<file path="config.mk">
export PLATFORM = sky130hd
export DESIGN_NAME = fetch_unit
export DESIGN_NICKNAME = d
export VERILOG_FILES = /design/src/rtl/fetch_pkg.sv /design/src/rtl/fetch_assembler.sv /design/src/rtl/fetch_unit.sv
export SDC_FILE = /design/constraint.sdc
export NUM_CORES = 1
export LEC_CHECK = 0
export CORE_UTILIZATION = 30
export DETAILED_ROUTE_END_ITERATION = 8
export PLACE_DENSITY = 0.54
export REMOVE_ABC_BUFFERS = 1
export SLEW_MARGIN = 20
export SYNTH_ARGS = -nofsm -noshare
export SYNTH_HDL_FRONTEND = slang
export SYNTH_HIERARCHICAL = 1
export SYNTH_SLANG_ARGS = --single-unit
</file>
<file path="constraint.sdc">
create_clock -name clk -period 3.4 [get_ports clk]
set_input_delay 0.68 -clock clk [delete_from_list [all_inputs] [get_ports clk]]
set_output_delay 0.68 -clock clk [all_outputs]
set_load 0.05 [all_outputs]
</file>
<file path="src/rtl/fetch_pkg.sv">
// Shared types and defaults for the instruction fetch engine.
package fetch_pkg;

  typedef enum logic [1:0] {
    IDLE,
    FETCH,
    VALID
  } fetch_state_t;

  localparam int DEF_ADDR_W       = 24;
  localparam int DEF_DATA_W       = 8;
  localparam int DEF_INSTR_BYTES  = 4;
  localparam int DEF_READ_LATENCY = 3;
  localparam logic [DEF_ADDR_W-1:0] DEF_RESET_PC = '0;

  localparam int LAT_W = $clog2(DEF_READ_LATENCY + 1);
  localparam int IDX_W = $clog2(DEF_INSTR_BYTES + 1);

  // Counter width able to hold 0..n; never below one bit.
  function automatic int cnt_w(input int n);
    return (n < 1) ? 1 : $clog2(n + 1);
  endfunction

endpackage

</file>
<file path="src/rtl/fetch_assembler.sv">
// Collects flash lanes into a staging word and commits the full
// little-endian instruction only when the last lane arrives.
module fetch_assembler
  import fetch_pkg::*;
#(
  parameter int DATA_W      = DEF_DATA_W,
  parameter int INSTR_BYTES = DEF_INSTR_BYTES,
  parameter int IDX_W       = cnt_w(INSTR_BYTES)
) (
  input  logic                          clk,
  input  logic                          reset,
  input  logic                          clear_i,
  input  logic                          wr_en_i,
  input  logic                          last_i,
  input  logic [IDX_W-1:0]              idx_i,
  input  logic [DATA_W-1:0]             data_i,
  output logic [INSTR_BYTES*DATA_W-1:0] instr_o
);

  localparam int W = INSTR_BYTES * DATA_W;

  logic [W-1:0] stage_q, stage_d;
  logic [W-1:0] instr_q, instr_d;
  logic [W-1:0] lane_w;

  always_comb begin
    lane_w = stage_q;
    for (int k = 0; k < INSTR_BYTES; k++) begin
      if (idx_i == IDX_W'(k)) begin
        lane_w[k*DATA_W +: DATA_W] = data_i;
      end
    end
    stage_d = stage_q;
    instr_d = instr_q;
    if (clear_i) begin
      stage_d = '0;
    end else if (wr_en_i) begin
      if (last_i) begin
        instr_d = lane_w;
        stage_d = '0;
      end else begin
        stage_d = lane_w;
      end
    end
  end

  always_ff @(posedge clk or posedge reset) begin
    if (reset) begin
      stage_q <= '0;
      instr_q <= '0;
    end else begin
      stage_q <= stage_d;
      instr_q <= instr_d;
    end
  end

  assign instr_o = instr_q;

endmodule

</file>
<file path="src/rtl/fetch_unit.sv">
// Instruction fetch engine: owns the PC, sequences multi-cycle byte
// reads from flash and hands out whole words on valid/ready.
module fetch_unit
  import fetch_pkg::*;
#(
  parameter int ADDR_W       = DEF_ADDR_W,
  parameter int DATA_W       = DEF_DATA_W,
  parameter int INSTR_BYTES  = DEF_INSTR_BYTES,
  parameter int READ_LATENCY = DEF_READ_LATENCY,
  parameter logic [ADDR_W-1:0] RESET_PC = '0
) (
  input  logic                          clk,
  input  logic                          reset,
  input  logic                          run,
  input  logic                          redirect,
  input  logic [ADDR_W-1:0]             redirect_addr,
  output logic                          flash_re,
  output logic [ADDR_W-1:0]             flash_addr,
  input  logic [DATA_W-1:0]             flash_rdata,
  output logic [INSTR_BYTES*DATA_W-1:0] instr,
  output logic [ADDR_W-1:0]             instr_pc,
  output logic                          instr_valid,
  input  logic                          instr_ready,
  output logic                          busy
);

  localparam int LW = cnt_w(READ_LATENCY);
  localparam int IW = cnt_w(INSTR_BYTES);

  fetch_state_t    state_q, state_d;
  logic [ADDR_W-1:0] pc_q, pc_d;
  logic [ADDR_W-1:0] ipc_q, ipc_d;
  logic [IW-1:0]   idx_q, idx_d;
  logic [LW-1:0]   lat_q, lat_d;
  logic            lat_done;
  logic            last;
  logic            cap;

  always_comb begin
    state_d  = state_q;
    pc_d     = pc_q;
    ipc_d    = ipc_q;
    idx_d    = idx_q;
    lat_d    = lat_q;
    lat_done = (lat_q == LW'(READ_LATENCY - 1));
    last     = (idx_q == IW'(INSTR_BYTES - 1));
    cap      = (state_q == FETCH) && lat_done && !redirect;
    unique case (state_q)
      IDLE: begin
        if (run) begin
          state_d = FETCH;
          idx_d   = '0;
          lat_d   = '0;
          ipc_d   = pc_q;
        end
      end
      FETCH: begin
        if (lat_done) begin
          lat_d = '0;
          if (last) begin
            state_d = VALID;
            idx_d   = '0;
          end else begin
            idx_d = idx_q + IW'(1);
          end
        end else begin
          lat_d = lat_q + LW'(1);
        end
      end
      VALID: begin
        if (instr_ready) begin
          pc_d  = pc_q + ADDR_W'(INSTR_BYTES);
          idx_d = '0;
          lat_d = '0;
          if (run) begin
            state_d = FETCH;
            ipc_d   = pc_d;
          end else begin
            state_d = IDLE;
          end
        end
      end
      default: state_d = IDLE;
    endcase
    // Redirect overrides everything, including a same-cycle accept.
    if (redirect) begin
      pc_d  = redirect_addr;
      idx_d = '0;
      lat_d = '0;
      if (run) begin
        state_d = FETCH;
        ipc_d   = redirect_addr;
      end else begin
        state_d = IDLE;
      end
    end
  end

  always_ff @(posedge clk or posedge reset) begin
    if (reset) begin
      state_q <= IDLE;
      pc_q    <= RESET_PC;
      ipc_q   <= '0;
      idx_q   <= '0;
      lat_q   <= '0;
    end else begin
      state_q <= state_d;
      pc_q    <= pc_d;
      ipc_q   <= ipc_d;
      idx_q   <= idx_d;
      lat_q   <= lat_d;
    end
  end

  fetch_assembler #(
    .DATA_W      (DATA_W),
    .INSTR_BYTES (INSTR_BYTES),
    .IDX_W       (IW)
  ) u_asm (
    .clk     (clk),
    .reset   (reset),
    .clear_i (redirect),
    .wr_en_i (cap),
    .last_i  (last),
    .idx_i   (idx_q),
    .data_i  (flash_rdata),
    .instr_o (instr)
  );

  assign flash_re    = (state_q == FETCH);
  assign flash_addr  = flash_re ? (pc_q + ADDR_W'(idx_q)) : '0;
  assign instr_pc    = ipc_q;
  assign instr_valid = (state_q == VALID);
  assign busy        = (state_q != IDLE);

endmodule

</file>
==> results.cfg <==
[run_status]
status = completed

[logic_synthesis]
synth_cell_types = 76
syn_area_per_cell_sq_um = 8.613
synth-seq-area-share_pct = 40.25
netlist_area_sq_um = 7398
synth_cells = 859
async_flop_share_pct = 100.0
ys_seq_elements = 119
yosys_warnings = 6
synthFlopType = dfrtp_1
synth-edff-count = 0

[pwr]
power_density_nw_per_um2 = 484.8
p_leak_nw = 3.849
ir_drop_uv = 295.9

[global_route]
grt_overflow_total = 0
antenna_found_initial = 0
grtUsageMet1_pct = 25.73
gr-max-usage-layer = met2
grt.met3_usage_pct = 5.079
grt_pass1_wl_um = 37600
first_global_vias = 6361
met2_usage_pct = 30.20
gr-usage-all-layers_pct = 19.09
grt_max_degree = 56

[timing]
period_minus_slack_ps = 3298
hold_viol = 0
finClkSkew_ps = 10.27
tightest_slew_ps = 873.7
setup_viol = 0
period_share_pct = 97.00
relSlewSlack_pct = 41.50
drv_slew = 0
setup_tns_ps = 0
fmax_mhz = 303.2

[cells_and_area]
regArea_sq_um = 2979
antennaDiodeCount = 0
multi_input_area_sq_um = 4010
layout_common_cells = 124 x nand2_1, 118 x dfrtp_1, 93 x clkdlybuf4s50_1
mostFrequentLayoutCell = nand2_1
fin_nets = 996
drive_gt1_share_pct = 14.30
fin_cells = 1289
finalInstanceArea_sq_um = 9763
fillCellCount = 2429
area_growth_pct = 31.96

[clocking]
hold_buffers = 0
cts_made_buffers = 17
root_buffer = clkbuf_16
htreeDepth = 4
path_clk_slew_ps = 60
cts_tree = done
clock_latency_ps = 430
clk_path_buf_depth = 2
clock-sinks = 119

[critical_path]
cp-start-kind = flop
crit_path_end_kind = output pin
crit_chain = ha_2 -> inv_1 -> fa_2 -> nor2b_2 -> o211ai_1 -> buf_4 -> or3_1 -> a21oi_2 -> buf_12
crit_family = adder cells
critPathKind = reg2out
crit_slowest_cell = dfrtp_1
arrival_ps = 2620
worstPathRequired_ps = 2720
cp_num_buf_inv = 3
crit_fanout = 6
cp_slowest_stage_delay_ps = 350

[placed_design]
place_inst = 1254
portBuffers = 119
dpl_cell_area_sq_um = 9104
dp_hpwl_um = 16110
gp_congestion = 0.8507

[route]
routedWlPerCell_um = 18.39
drc = 0
routed-via-count = 6673
dr.pass1.iters = 5
drt_iter0_drc = 445
routed_wl_um = 23710
viasPerCell = 5.177
drtAntennaViolNets = 0

[floorplan]
dieWidth_um = 159.0
io_pins = 120
die_h_um = 159.0
core_region_area_sq_um = 24250
rows = 57
start_util_pct = 30.51
dieArea_sq_um = 25290

[hold_path]
hp-class = reg2reg

[run]
cap_violations = 0
## synth_stat cells, types with 3 or more instances
library cell	count	area, sq um
nor4_1	9	56.30
buf_6	7	78.83
a31oi_1	6	37.54
o2bb2ai_1	3	26.28
clkbuf_1	40	150.1
mux2i_1	22	220.2
and3_1	3	18.77
o22a_1	5	43.79
buf_4	7	52.55
buf_1	4	15.01
nor2_1	51	191.4
nand2b_1	10	62.56
buf_2	22	110.1
o31ai_1	5	37.54
o21ai_0	78	390.4
nand4_1	5	31.28
o21a_1	3	22.52
nor3_2	4	40.04
o21ai_1	7	35.03
a221oi_1	5	43.79
nor2b_1	20	125.1
xnor2_1	31	271.5
o211ai_1	7	52.55
o221ai_1	5	43.79
nand3b_1	5	37.54
nor3_1	16	80.08
a32oi_1	3	26.28
or3_1	10	62.56
nand2_1	124	465.5
xor2_1	20	175.2
ha_1	5	62.56
or4b_1	5	50.05
dfrtp_1	119	2978
and2_1	3	18.77
a21oi_1	76	380.4
inv_1	11	41.29
nand3_1	30	150.1
and3b_1	10	87.58
a2bb2oi_1	16	140.1
## tightest hold or removal path, stage by stage (launching register included)
cell and delay, ps:
dfrtp_1 340, nand2_1 50, o21ai_0 60
## worst paths after layout
path | from | cells past startpoint | slack, ps | to
hold reg to reg | u_asm/instr_o[8]$_DFFE_PP0P_ | 2 | 480 | u_asm/instr_o[8]$_DFFE_PP0P_
min in group asynchronous | reset | 3 | 690 | pc_q[6]$_DFFE_PP0P_
setup reg to reg | state_q[0]$_DFFE_PP0P_ | 8 | 750 | u_asm/instr_o[29]$_DFFE_PP0P_
setup / recovery | pc_q[0]$_DFFE_PP0P_ | 9 | 100 | flash_addr[14]
hold / removal | u_asm/instr_o[8]$_DFFE_PP0P_ | 2 | 480 | u_asm/instr_o[8]$_DFFE_PP0P_
max in group asynchronous | reset | 3 | 2000 | u_asm/instr_o[26]$_DFFE_PP0P_
## timing repair
action / in CTS / in global routing
endpoints found under the setup margin: 5 / 9
gates resized for setup: 1 / 14
pin swaps: 0 / 3
gates cloned: 0 / 1
buffers inserted: 0 / 3
hold endpoints to repair: 0 / 0
## cell type report
class                   count  share of cell area [%]
multi-input cells         646                   41.07
flip-flops and latches    119                   30.51
well taps                 324                   4.152
clock inverters            12                   1.333
clock buffers              19                   4.537
repair buffers            157                   17.93
inverters                  12                  0.4614
## through the flow
step                      utilization [%]  power [W]  hold WS [ps]  setup WS, ps
after detailed placement            37.54   0.002962         472.3         418.9
after floorplan                         -   0.002405         467.9        -735.0
after global routing                40.26   0.004943         504.9        -32.25
after global placement              37.54   0.002963         463.2         447.4
final                               40.26   0.004734         480.2         102.1
after CTS                           39.92   0.004760         485.3         18.61
## per-layer routing
metal / routed length, um / share of wire, % / vias up
met5: 0 / 0 / -
met4: 344 / 1.5 / 0
met3: 1581 / 6.7 / 19
met2: 11140 / 47 / 236
met1: 10640 / 45 / 3202
li1: - / - / 3216
## state kept, by name, indices dropped and copies added, names as in the netlist
register,count
u_asm/stage_q,32
idx_q,3
u_asm/instr_o,32
pc_q,24
state_q,2
instr_pc,24
lat_q,2
## report_power, final
part,internal [W],switching (W)
Clock,0.00109,0.000696
Combinational,0.000513,0.000774
Sequential,0.00152,0.000137
Total,0.00313,0.00161
## cells by family after synthesis
family	synth area share, %
AO/OA/AOI/OAI	19.25
XOR/XNOR	6.038
adder cells (fa/ha/maj)	1.116
buffers and inverters	6.240
flip-flops	40.25
multiplexers	3.281
AND/OR/NAND/NOR	23.83
Power figures use the tool's default switching activity.
